## src/rtl/ps2_scancode_decoder.sv

```systemverilog
// PS/2 Set-2 scancode decoder: removes E0/F0 prefixes and queues one
// {code, extended, released} event per key action in a small FWFT FIFO.
module ps2_scancode_decoder #(
  parameter int unsigned FIFO_DEPTH     = 4,
  parameter int unsigned TIMEOUT_CYCLES = 100000
) (
  input  logic                          clock,
  input  logic                          reset,
  input  logic [7:0]                    scancode,
  input  logic                          scancode_valid,
  output logic [7:0]                    event_code,
  output logic                          event_extended,
  output logic                          event_released,
  output logic                          event_valid,
  input  logic                          event_ready,
  output logic [$clog2(FIFO_DEPTH):0]   fifo_count,
  output logic                          pending,
  output logic                          overflow
);

  localparam int unsigned AW = $clog2(FIFO_DEPTH);
  localparam int unsigned CW = AW + 1;
  localparam int unsigned TW = $clog2(TIMEOUT_CYCLES + 1);
  localparam logic [TW-1:0] TO_LAST  = TW'(TIMEOUT_CYCLES - 1);
  localparam logic [CW-1:0] CNT_FULL = CW'(FIFO_DEPTH);

  typedef enum logic [1:0] {
    IDLE     = 2'd0,
    GOT_E0   = 2'd1,
    GOT_F0   = 2'd2,
    GOT_E0F0 = 2'd3
  } state_t;

  state_t          state, next_state;
  logic [TW-1:0]   to_cnt;
  logic            emit, emit_ext, emit_rel;
  logic            filtered;

  logic [9:0]      mem [FIFO_DEPTH];
  logic [AW-1:0]   wr_ptr, rd_ptr;
  logic            full, push, pop, push_ok;

  // Bytes that carry no key information (acks, self-test, errors, Pause lead-in)
  always_comb begin
    filtered = 1'b0;
    case (scancode)
      8'h00, 8'hAA, 8'hE1, 8'hEE, 8'hFA, 8'hFC, 8'hFE, 8'hFF: filtered = 1'b1;
      default: filtered = 1'b0;
    endcase
  end

  // Prefix FSM next-state and event generation
  always_comb begin
    next_state = state;
    emit       = 1'b0;
    emit_ext   = 1'b0;
    emit_rel   = 1'b0;
    if (scancode_valid) begin
      if (filtered) begin
        next_state = IDLE;
      end else if (scancode == 8'hE0) begin
        next_state = GOT_E0;
      end else if (scancode == 8'hF0) begin
        next_state = (state == GOT_E0) ? GOT_E0F0 : GOT_F0;
      end else begin
        next_state = IDLE;
        emit       = 1'b1;
        emit_ext   = (state == GOT_E0) || (state == GOT_E0F0);
        emit_rel   = (state == GOT_F0) || (state == GOT_E0F0);
      end
    end else if ((state != IDLE) && (to_cnt == TO_LAST)) begin
      next_state = IDLE;
    end
  end

  // State, pending flag and prefix timeout counter
  always_ff @(posedge clock) begin
    if (reset) begin
      state   <= IDLE;
      pending <= 1'b0;
      to_cnt  <= '0;
    end else begin
      state   <= next_state;
      pending <= (next_state != IDLE);
      if (scancode_valid || (state == IDLE)) to_cnt <= '0;
      else                                   to_cnt <= to_cnt + 1'b1;
    end
  end

  assign full    = (fifo_count == CNT_FULL);
  assign push    = emit;
  assign pop     = event_valid & event_ready;
  // A full FIFO still accepts a push when the head leaves in the same cycle
  assign push_ok = push & (~full | pop);

  // Event storage (no reset needed: reads are gated by event_valid)
  always_ff @(posedge clock) begin
    if (!reset && push_ok) mem[wr_ptr] <= {scancode, emit_ext, emit_rel};
  end

  // FIFO pointers, occupancy and sticky overflow
  always_ff @(posedge clock) begin
    if (reset) begin
      wr_ptr     <= '0;
      rd_ptr     <= '0;
      fifo_count <= '0;
      overflow   <= 1'b0;
    end else begin
      if (push_ok) wr_ptr <= wr_ptr + 1'b1;
      if (pop)     rd_ptr <= rd_ptr + 1'b1;
      if (push && !push_ok) overflow <= 1'b1;
      case ({push_ok, pop})
        2'b10:   fifo_count <= fifo_count + 1'b1;
        2'b01:   fifo_count <= fifo_count - 1'b1;
        default: fifo_count <= fifo_count;
      endcase
    end
  end

  // Head presentation, forced to zero while empty
  always_comb begin
    event_valid = (fifo_count != '0);
    if (event_valid) {event_code, event_extended, event_released} = mem[rd_ptr];
    else             {event_code, event_extended, event_released} = '0;
  end

endmodule

```

## config.mk

```make
export PLATFORM = sky130hd
export DESIGN_NAME = ps2_scancode_decoder
export DESIGN_NICKNAME = d
export VERILOG_FILES = /design/src/rtl/ps2_scancode_decoder.sv
export SDC_FILE = /design/constraint.sdc
export NUM_CORES = 1
export LEC_CHECK = 0
export CAP_MARGIN = 15
export CELL_PAD_IN_SITES_DETAIL_PLACEMENT = 1
export CELL_PAD_IN_SITES_GLOBAL_PLACEMENT = 2
export CORE_ASPECT_RATIO = 1.75
export CORE_MARGIN = 3
export CORE_UTILIZATION = 42
export CTS_CLUSTER_DIAMETER = 80
export CTS_CLUSTER_SIZE = 24
export DETAILED_ROUTE_END_ITERATION = 10
export HOLD_SLACK_MARGIN = 0.15
export PLACE_DENSITY_LB_ADDON = 0.1
export SYNTH_ARGS = -nofsm -noshare
export SYNTH_HDL_FRONTEND = slang
export SYNTH_SLANG_ARGS = --single-unit
```

## constraint.sdc

```tcl
create_clock -name clock -period 7 [get_ports clock]
set_clock_uncertainty 0.15 [all_clocks]
set_input_delay 2.1 -clock clock [delete_from_list [all_inputs] [get_ports clock]]
set_output_delay 2.1 -clock clock [all_outputs]
set_load 0.1 [all_outputs]
```

# --- Word level (Yosys, flattened, before mapping) ---
# Memory sizes are Yosys's and may differ from the RTL's. A register that Yosys moved wholly into a read port is not among the register bits.
# Index checks and enable logic that the tools add are counted.
classes:
  n_mux: 27
  addsub: 5
  div_mod_pow: 0
  order_cmp: 0
  mul: 0
  shifts: 0
  eq_ne: 16
  n_reduce_logical: 16
  n_bitwise: 4
op_table:
  columns: ["operator", "n"]
  rows:
  - ["== test 8 bit (second input constant)", 9]
  - ["2-to-1 mux 1 bit", 18]
  - ["adder 17 x 1 -> 17 bit (second input constant)", 1]
  - ["== test 17 bit (second input constant)", 1]
  - ["2-to-1 mux 2 bit", 7]
  - ["zero test 8 bit", 1]
  - ["2-to-1 mux 8 bit", 1]
  - ["OR reduction 8 bit", 1]
  - ["== test 2 bit (second input constant)", 3]
  - ["case mux 3 bit (2 select lines)", 1]
  - ["nonzero test 2 bit", 3]
  - ["adder 2 x 1 -> 2 bit (second input constant)", 2]
  - ["== test 2 x 1 -> 1 bit (second input constant)", 2]
  - ["adder 3 x 1 -> 3 bit (second input constant)", 1]
  - ["== test 3 bit (second input constant)", 1]
  - ["logical AND 1 bit", 3]
  - ["logical OR 1 bit", 3]
  - ["nonzero test 3 bit", 1]
  - ["subtractor 3 x 1 -> 3 bit (second input constant)", 1]
  - ["AND 1 bit", 2]
  - ["zero test 1 bit", 2]
  - ["zero test 2 bit", 1]
  - ["OR reduction 2 bit", 1]
  - ["inverter 1 bit", 1]
  - ["OR 1 bit", 1]
word_totals:
  wordCells: 76
  mem_bits_ro: 0
  inputBits: 12
  n_memories: 1
  mem_bits_rw: 40
  latch_bits: 0
  regBits: 28
  out_inout_bits: 16
memory_table:
  columns: ["name", "depth", "width", "read_ports", "rd_ports_with_merged_regs", "wr", "line_no", "text"]
  rows:
  - ["mem", 4, 10, 1, 1, 1, "39", "logic [9:0] mem [FIFO_DEPTH];"]

# --- Logic depth before layout (Yosys ltp) ---
# Gate-level depths: netlist of the first run.
logic_depth:
  depth_word: 9
  ltp_mapped: 9
  depth_no_buf: 9

# --- Least setup slack after synthesis of the first run ---
# No wires, ideal clock.
synth_path:
  kind: "flip-flop to output port"
  startpoint: "register fifo_count[0]"
  endpoint: "output port event_code[0]"
  n_path_buf: 1
  path_stages_with_launch: 4
  required_time_ns: 4.750
  arrival_time_ns: 2.794
  path_slack_ns: 1.956
  path_cell_list: "dfxtp_1 > nor3_1 > clkbuf_1 > nor2b_1"
synth_via:
  elab_chain_cells: 2
synth_lines:
  columns: ["item", "line_no", "text"]
  rows:
  - ["start: declaration", "16", "output logic [$clog2(FIFO_DEPTH):0] fifo_count,"]
  - ["start signal: assignment", "113", "2'b10: fifo_count <= fifo_count + 1'b1;"]
  - ["start signal: assignment", "114", "2'b01: fifo_count <= fifo_count - 1'b1;"]
  - ["start signal: assignment", "115", "default: fifo_count <= fifo_count;"]
  - ["nonzero test 3 bit", "122", "event_valid = (fifo_count != '0);"]
  - ["2-to-1 mux 8 bit", "123", "if (event_valid) {event_code, event_extended, event_released} = mem[rd_ptr];"]
  - ["end: declaration", "11", "output logic [7:0] event_code,"]
# Every way passes these cells.

==> results.cfg, run 1 <==
[critical_path]
slowest_stage = clkdlybuf4s50_1
setup.worst_path.end_class = output pin
path_class = register to output pin
critPathMaxStageDelay_ns = 0.97
cp_top_family = buffers and inverters
cp_data_arrival_time_ns = 2.84
start_kind = register
critical_path.max_fanout = 10
cp_cell_sequence = mux4_2 > nor2b_1 > clkdlybuf4s50_1
path_buf_inv = 1
required_ns = 4.75

[die]
die_w_um = 70.9
core_um2 = 7010
start_util = 0.441
die_h_um = 120
placementRows = 40
boundaryPins = 28
die_area_um2 = 8470

[global_route]
gr-total-overflow = 0
grt_pass1_vias = 2186
grt_pass1_wl_um = 11600
grt_max_degree = 21
antenna_found_initial = 0
track_usage = 0.185

[synthesis]
yosysUniqueCellTypes = 51
synthCells = 242
synth_async_sr_flop_share = 0
yosysMostFrequentCell = edfxtp_1
synth_nets = 260
yosys_warnings = 0
synth_edf_count = 40
synthFlopType = edfxtp_1
ys_seq_elements = 70
yosysTopAreaCellShare = 0.389
syn_avg_cell_area_um2 = 12.8
synth_largest_area_cell = edfxtp_1
synth_top_cells_by_count = edfxtp_1, dfxtp_1, nor2_1
netlist_area_um2 = 3090
yosysSeqAreaShare = 0.583
synthTopCellsByArea = edfxtp_1, dfxtp_1, mux4_2

[timing]
whs_ns = 0.306
fin_crit_ns = 5.09
worstMarginPinSlew_ns = 0.977
fin_crit_sh = 0.727
rsz0062_at_grt = false
hold_violations = 0
final-max-slew-violation-count = 0
finalSetupViolCount = 0
slew_headroom = 0.347
maxClockFrequency_mhz = 196
setup_tns_ns = 0

[power_and_ir_drop]
switchingPower_uw = 673
power_switching_share = 0.406
comb_power_share = 0.386
leakage_uw = 0.00123
seqPwrFrac = 0.304
p_per_area_nw_per_um2 = 438
p_int_uw = 986
power_frac_clock = 0.309
vdd_drop_max_mv = 0.249

[job]
maxCapViolCount = 0

[final_layout]
drive_gt1_frac = 0.153
fin_nets = 294
diodes = 0
area_growth_pct = 22.6
nFillCells = 730

[cts]
cts_made_buffers = 9
htreeDepth = 3
clk_pin_slew_ns = 0.06
cts.sinks = 70
post_cts_resized = 0
cts_root_buffer = clkbuf_16
post_cts_buffers = 0
cts_buffer_depth = 2
ctsHoldBuffers = 0
cts_tree = done
clk_latency_ns = 0.33

[route]
wl_met2_um = 4290
wl_met3_um = 179
routed_via_density = 5.55
wl_per_cell_um = 19.3
drt_wl_total_um = 7050
top_layer = met4
drt_iter0_drc = 101
ant_nets = 0
first_pass_iters = 4
drc_errors = 0
met1_length_um = 2430
vias = 2024

[placed_design]
hpwl_um = 5100
gp_congestion = 0.750
portBuffers = 27

[worst_hold_path]
worst_hold_path_type = register to register

[outcome]
status = finished, final reports clean
[routing by layer]
layer	GRT usage	vias up
met3	0.0486	9
met1	0.178	1033
li1	-	954
met4	0.0835	0
met5	0	-
met2	0.352	28
[cells in the final DEF, fill, tap and decap left out, types with 2 or more instances in the layout]
master           count
nand3_1             10
xnor2_1              6
and3_1               3
nor4b_1              2
bufinv_16            3
nor2_1              30
edfxtp_1            40
clkinvlp_4           2
nor4_1               3
or2_2                2
buf_4                5
xor2_1              11
and2_1               3
nor3_1               4
nand4_1              5
o21ai_0              4
clkbuf_16            9
a21oi_1              6
mux4_2              10
clkdlybuf4s50_1     27
nand2b_1             2
nand2_1             11
inv_1                6
nor2b_1             12
nor3b_1              4
dfxtp_1             30
ha_1                 5
[power groups by stage]
stage / logic [uW] / clock network [uW] / registers [uW]
2_1_floorplan: 465 / 0 / 542
3_3_place_gp: 639 / 0 / 512
3_5_place_dp: 646 / 0 / 515
4_1_cts: 649 / 526 / 507
5_1_grt: 668 / 548 / 512
6_report: 641 / 513 / 505
[cell type report]
class | instances | area (um^2) | share of cell area
clock buffers | 10 | 229 | 0.0604
clock inverters | 6 | 110 | 0.0290
inverters | 6 | 22.5 | 0.00594
multi-input cells | 157 | 1210 | 0.320
flip-flops and latches | 70 | 1800 | 0.475
well taps | 84 | 105 | 0.0277
repair buffers | 32 | 308 | 0.0812
[logic make-up after synthesis]
| family | count (synthesis) | synth area share |
|---|---|---|
| xor gates and xnor gates | 17 | 0.0482 |
| and+or+nand+nor | 100 | 0.178 |
| DFF | 70 | 0.583 |
| AOI/OAI and AO/OA | 21 | 0.0558 |
| muxes | 13 | 0.0846 |
| adders and majority gates | 6 | 0.0267 |
| buffers and inverters | 15 | 0.0243 |
[flip-flops by register name, summed over array words and instances (netlist names), named ones only]
name and flops:
to_cnt 17, pending 1, rd_ptr 2, wr_ptr 2, state 2, mem 40, fifo_count 3, overflow 1
[per-stage QoR]
step / area [um^2] / std cells / worst slack (ns) / total power, uW / util
6_report: 3790 / 365 / 1.91 / 1660 / 0.541
5_1_grt: 3790 / 365 / 1.76 / 1730 / 0.541
2_1_floorplan: 3090 / 242 / 1.96 / 1010 / -
3_5_place_dp: 3450 / 349 / 1.82 / 1160 / 0.493
4_1_cts: 3790 / 365 / 1.86 / 1680 / 0.541
3_3_place_gp: 3450 / 349 / 1.88 / 1150 / 0.493
[final timing paths]
check                                           startpoint  depth (start not counted)                         end  slack [ns]
worst max-delay path                              register                          3               event_code[0]        1.91
worst min-delay path                  to_cnt[0]$_SDFF_PP0_                          1        to_cnt[0]$_SDFF_PP0_        0.31
worst max register to register  fifo_count[0]$_SDFFE_PP0P_                          9  fifo_count[2]$_SDFFE_PP0P_        4.35
worst min register to register        to_cnt[0]$_SDFF_PP0_                          1        to_cnt[0]$_SDFF_PP0_        0.31
Power figures use the tool's default switching activity.
==> inputs of run 2 (changes only) <==
CORE_UTILIZATION = 35   (was 42)
clock period = 4.5 ns   (was 7 ns; I/O delays follow)
==> results.cfg, run 2 (synthesized netlist as in run 1, its figures left out) <==
[route]
wl_per_cell_um = 16.5
first_pass_iters = 4
routed_via_density = 4.97
ant_nets = 0
drc_errors = 0
vias = 2012
drt_wl_total_um = 6670
drt_iter0_drc = 133

[global_route]
grt_pass1_vias = 2152
track_usage = 0.149
antenna_found_initial = 0
grt_max_degree = 18
grt_pass1_wl_um = 11200
gr-total-overflow = 0

[timing]
fin_crit_sh = 0.907
finalSetupViolCount = 0
setup_tns_ns = 0
fin_crit_ns = 4.08
slew_headroom = 0.334
rsz0062_at_grt = false
final-max-slew-violation-count = 0
worstMarginPinSlew_ns = 0.995
hold_violations = 0
maxClockFrequency_mhz = 245

[final_layout]
most-common-layout-cells = edfxtp_1, nor2_1, dfxtp_1
final_cells = 405
largestRegisters = mem (40), to_cnt (17), fifo_count (3)
fin_nets = 303
area_growth_pct = 25.2
drive_gt1_frac = 0.214
top_register = mem
layout_commonest_cell = edfxtp_1
largest_reg_flops = 40
diodes = 0

[die]
die_h_um = 130
boundaryPins = 28
start_util = 0.367
core_um2 = 8420
placementRows = 44
die_w_um = 77.0
die_area_um2 = 10000

[job]
maxCapViolCount = 0

[critical_path]
critPathMaxStageDelay_ns = 0.61
critical_path.max_fanout = 10
cp_data_arrival_time_ns = 4.14
setup.worst_path.end_class = register
path_class = primary input to register
rrSetupSlack_ns = 2.03
required_ns = 4.56
slowest_stage = clkdlybuf4s50_1
cp_cell_sequence = clkdlybuf4s50_1 > or2_2 > o41ai_2 > a2111o_2 > and2_1 > fa_1 > inv_1 > a2111oi_0 > a32oi_1 > mux2_1
start_kind = primary input

[worst_hold_path]
worst_hold_path_type = register to register

[placed_design]
gp_congestion = 0.706
place_inst = 389
portBuffers = 27
hpwl_um = 5020

[cts]
cts_root_buffer = clkbuf_16
htreeDepth = 3
ctsHoldBuffers = 0
cts_buffer_depth = 2
clk_latency_ns = 0.33
cts_tree = done
cts.sinks = 70
cts_made_buffers = 9
post_cts_buffers = 0
post_cts_resized = 0
clk_pin_slew_ns = 0.06

[power_and_ir_drop]
vdd_drop_max_mv = 0.339
p_per_area_nw_per_um2 = 662
leakage_uw = 0.00129

[outcome]
status = finished, final reports clean
-- run 2: worst paths after layout --
check,startpoint,end,depth (start not counted)
worst max-delay path,scancode[4],fifo_count[2]$_SDFFE_PP0P_,10
worst min-delay path,to_cnt[0]$_SDFF_PP0_,to_cnt[0]$_SDFF_PP0_,1
worst min register to register,to_cnt[0]$_SDFF_PP0_,to_cnt[0]$_SDFF_PP0_,1
worst max register to register,fifo_count[0]$_SDFFE_PP0P_,fifo_count[2]$_SDFFE_PP0P_,10
-- run 2: worst max-delay path: cells and delay by family --
| family | cells | cell delay, ns |
|---|---|---|
| adders and majority gates | 1 | 0.16 |
| muxes | 1 | 0.32 |
| and+or+nand+nor | 2 | 0.58 |
| buffers and inverters | 2 | 0.66 |
| AOI/OAI and AO/OA | 4 | 1.08 |
-- run 2: metrics by stage --
step,worst slack (ns),instance area [um^2],hold slack [ns],utilization,total power (uW)
after floorplan,0.206,3090,0.280,-,1570
final,0.419,3870,0.312,0.459,2560
after global placement,0.214,3530,0.298,0.419,1790
after detailed placement,0.102,3530,0.306,0.419,1790
after global routing,0.198,3870,0.364,0.459,2670
after CTS,0.455,3870,0.319,0.459,2600
-- run 2: where the power goes --
| part | internal [uW] | switching, uW | total (uW) |
|---|---|---|---|
| sequential | 717 | 65.4 | 782 |
| clock | 540 | 259 | 799 |
| combinational | 265 | 717 | 982 |
-- run 2: area by class of cell --
class,instances,area [um^2]
fillers,899,4550
flip-flops and latches,70,1800
multi-input cells,157,1210
repair buffers,41,348
clock buffers,10,229
well taps,115,144
clock inverters,6,110
inverters,6,22.5
-- run 2: layer usage --
layer  vias to the layer above  routed length, um  track usage
li1                        974                  -            -
met1                      1001               2350        0.138
met2                        26               3970        0.295
met3                        11                214       0.0421
met4                         0                135       0.0660
met5                         -                  0            0
==> inputs of run 3 (changes only) <==
MAX_ROUTING_LAYER = met4   (was not set)
==> results.cfg, run 3 (synthesized netlist as in run 1, its figures left out) <==
[outcome]
status = finished, final reports clean

[power_and_ir_drop]
power_frac_clock = 0.312
p_per_area_nw_per_um2 = 663
seqPwrFrac = 0.305
vdd_drop_max_mv = 0.339
leakage_uw = 0.00129
power_switching_share = 0.407
switchingPower_uw = 1040
power.total_uw = 2570
p_int_uw = 1520
comb_power_share = 0.383

[die]
core_um2 = 8420
start_util = 0.367
placementRows = 44
boundaryPins = 28
die_h_um = 130
die_w_um = 77.0
die_area_um2 = 10000

[final_layout]
fin_nets = 303
most-common-layout-cells = edfxtp_1, nor2_1, dfxtp_1
top_register = mem
nFillCells = 899
largest_reg_flops = 40
layout_commonest_cell = edfxtp_1
area_growth_pct = 25.2
drive_gt1_frac = 0.214
largestRegisters = mem (40), to_cnt (17), fifo_count (3)
diodes = 0

[critical_path]
cp_data_arrival_time_ns = 4.13
required_ns = 4.56
rrSetupSlack_ns = 2.03
start_kind = primary input
critical_path.max_fanout = 10
path_class = primary input to register
setup.worst_path.end_class = register

[cts]
cts.sinks = 70
cts_root_buffer = clkbuf_16
clk_pin_slew_ns = 0.06
cts_made_buffers = 9
cts_buffer_depth = 2
post_cts_buffers = 0
ctsHoldBuffers = 0
cts_tree = done
clk_latency_ns = 0.33
post_cts_resized = 0
htreeDepth = 3

[global_route]
grt_pass1_vias = 2156
gr-total-overflow = 0
grt_max_degree = 18
antenna_found_initial = 0
track_usage = 0.153
grt_pass1_wl_um = 11200

[route]
drc_errors = 0
wl_per_cell_um = 16.5
ant_nets = 0
first_pass_iters = 4
routed_via_density = 4.99
drt_iter0_drc = 162
drt_wl_total_um = 6700
vias = 2021

[placed_design]
portBuffers = 27
hpwl_um = 5020
gp_congestion = 0.714

[timing]
hold_violations = 0
rsz0062_at_grt = false
finalSetupViolCount = 0
maxClockFrequency_mhz = 246
fin_crit_ns = 4.07
setup_tns_ns = 0
slew_headroom = 0.329
fin_crit_sh = 0.905
final-max-slew-violation-count = 0
worstMarginPinSlew_ns = 1.00

[worst_hold_path]
worst_hold_path_type = register to register

[job]
maxCapViolCount = 0
run 3: metrics by stage:
| stage | utilization | setup WS [ns] | hold slack [ns] | cells | area [um^2] |
|---|---|---|---|---|---|
| after global routing | 0.459 | 0.198 | 0.364 | 405 | 3870 |
| final | 0.459 | 0.429 | 0.312 | 405 | 3870 |
| after floorplan | - | 0.206 | 0.280 | 242 | 3090 |
| after detailed placement | 0.419 | 0.102 | 0.306 | 389 | 3530 |
| after global placement | 0.419 | 0.214 | 0.298 | 389 | 3530 |
| after CTS | 0.459 | 0.455 | 0.319 | 405 | 3870 |
run 3: power groups by stage:
stage	combinational [uW]	sequential [uW]	clock [uW]
after floorplan	723	843	0
after global placement	994	799	0
after detailed placement	996	799	0
after CTS	999	786	819
after global routing	1030	793	847
final	982	782	801
run 3: routing by layer:
layer	global-route usage	share of wire	up-vias
li1	-	-	972
met1	0.139	0.35	1004
met2	0.295	0.59	35
met3	0.0414	0.036	10
met4	0.0660	0.020	0
met5	-	0	-
run 3: critical path, cell delays in order:
cell,delay (ns)
clkdlybuf4s50_1,0.60
or2_2,0.42
o41ai_2,0.42
a2111o_2,0.22
and2_1,0.15
fa_1,0.16
inv_1,0.05
a2111oi_0,0.32
a32oi_1,0.11
mux2_1,0.32
run 3: final cells by class:
type / count / area, um^2 / area share
flip-flops and latches: 70 / 1800 / 0.466
inverters: 6 / 22.5 / 0.00582
repair buffers: 41 / 348 / 0.0899
clock buffers: 10 / 229 / 0.0592
well taps: 115 / 144 / 0.0372
multi-input cells: 157 / 1210 / 0.314
clock inverters: 6 / 110 / 0.0285
run 3: path summary, 6_finish.rpt:
kind                              startpoint                         end  cells after the start
setup / recovery                 scancode[4]  fifo_count[2]$_SDFFE_PP0P_                     10
hold / removal          to_cnt[0]$_SDFF_PP0_        to_cnt[0]$_SDFF_PP0_                      1
setup reg to reg  fifo_count[0]$_SDFFE_PP0P_  fifo_count[2]$_SDFFE_PP0P_                     10
hold reg to reg         to_cnt[0]$_SDFF_PP0_        to_cnt[0]$_SDFF_PP0_                      1
==> RTL edit, RTL diff (settings of run 1) <==
The parameter `TIMEOUT_CYCLES` goes from 100000 to 50000.
--- a/src/rtl/ps2_scancode_decoder.sv
+++ b/src/rtl/ps2_scancode_decoder.sv
@@ -3,5 +3,5 @@
 module ps2_scancode_decoder #(
   parameter int unsigned FIFO_DEPTH     = 4,
-  parameter int unsigned TIMEOUT_CYCLES = 100000
+  parameter int unsigned TIMEOUT_CYCLES = 50000
 ) (
   input  logic                          clock,
Check against the original RTL: same outputs for any inputs over 4 cycles, from zero or initial values and one cycle with reset high; that may be too few to reach the edited logic, so the function may still have changed.
==> RTL edit against run 1 <==
Fmax up 0.33%. Non-clock buffer count shrank 5. Setup slack better by 17 ps. Sequential cell count shrank 1. Routed wire length down 16%. Largest cell class unchanged. Critical endpoint is now event_code[7]. Critical path depth did not move. Synthesized area decreased by 4.8%. Final area fell by 5.4%. Count of clock-buffer cells in the layout is 1 lower. Power down 13%.
==> RTL edit: results (changes against run 1) <==
vias in the first global route 2023 (was 2186); min Tclk post-route 5070 ps (was 5090 ps); post-synthesis adder-cell area fraction 0.0280 (was 0.0267); Iteration-0 DRC Markers 67 (was 101); Compound-Gate Fraction of Synth Area 0.0472 (was 0.0558); worst setup path endpoint event_code[7] (was event_code[0]); Critical R2R Launch fifo_count[1] (was fifo_count[0]); biggest regs mem: 40 flops, to_cnt: 16 flops, fifo_count: 3 flops (was mem: 40 flops, to_cnt: 17 flops, fifo_count: 3 flops); hpwl dp 4340 um (was 5100 um); Routed WL 5930 um (was 7050 um); seq pwr 0.000492 W (was 0.000505 W); Multi-In Gates 145 (was 157); Seq/Total Area, Yosys 0.605 (was 0.583); post-layout util 0.536 (was 0.541); Yosys cell types 42 (was 51); Mapped Nets 244 (was 260); fin nets 276 (was 294); NonClk Buf Share 0.0754 (was 0.0812); Fillers 690 (was 730); GRT Total Usage 0.164 (was 0.185); outcome complete, no violations (unchanged); RePlAce Congestion 0.724 (was 0.750); switching share of power 0.392 (was 0.406); global-route wire length before repair 10000 um (was 11600 um); Worst R2R Setup Slack 4440 ps (was 4350 ps); met2 usage 0.309 (was 0.352); met3 GRT Util 0.0508 (was 0.0486); R2R cell count 7 (was 9); leak pwr 1.18 nW (was 1.23 nW); synth top area cells edfxtp_1, dfxtp_1, mux4_2 (unchanged); pre-CTS WS 1790 ps (was 1820 ps); area of the multi-input gates 1120 um2 (was 1210 um2)
RTL edit: cell count changes in the layout (fill, tap and decap cells not counted), moves of 3 or more:
cell,before,now
and2_1,3,16
nor2b_1,12,1
buf_4,5,0
nor3b_1,4,0
or3_1,1,5
nand2_1,11,8
RTL edit: layer usage:
| metal | routed length, um | part of all wire |
|---|---|---|
| met1 | 2300 | 0.39 |
| met2 | 3340 | 0.56 |
| met3 | 201 | 0.034 |
| met4 | 82 | 0.014 |
| met5 | 0 | 0 |
RTL edit: per-stage QoR:
stage                     hold slack, ps  total power [W]  area [um2]
after global placement               299          0.00101        3290
after global routing                 365          0.00150        3580
after CTS                            334          0.00145        3580
after floorplan                      280         0.000898        2940
final                                327          0.00144        3580
after detailed placement             321          0.00102        3290
RTL edit: critical path, cell delays in order, from the launching register on:
cell	delay, ps
dfxtp_1	770
mux4_2	580
and2_1	180
clkdlybuf4s50_1	960
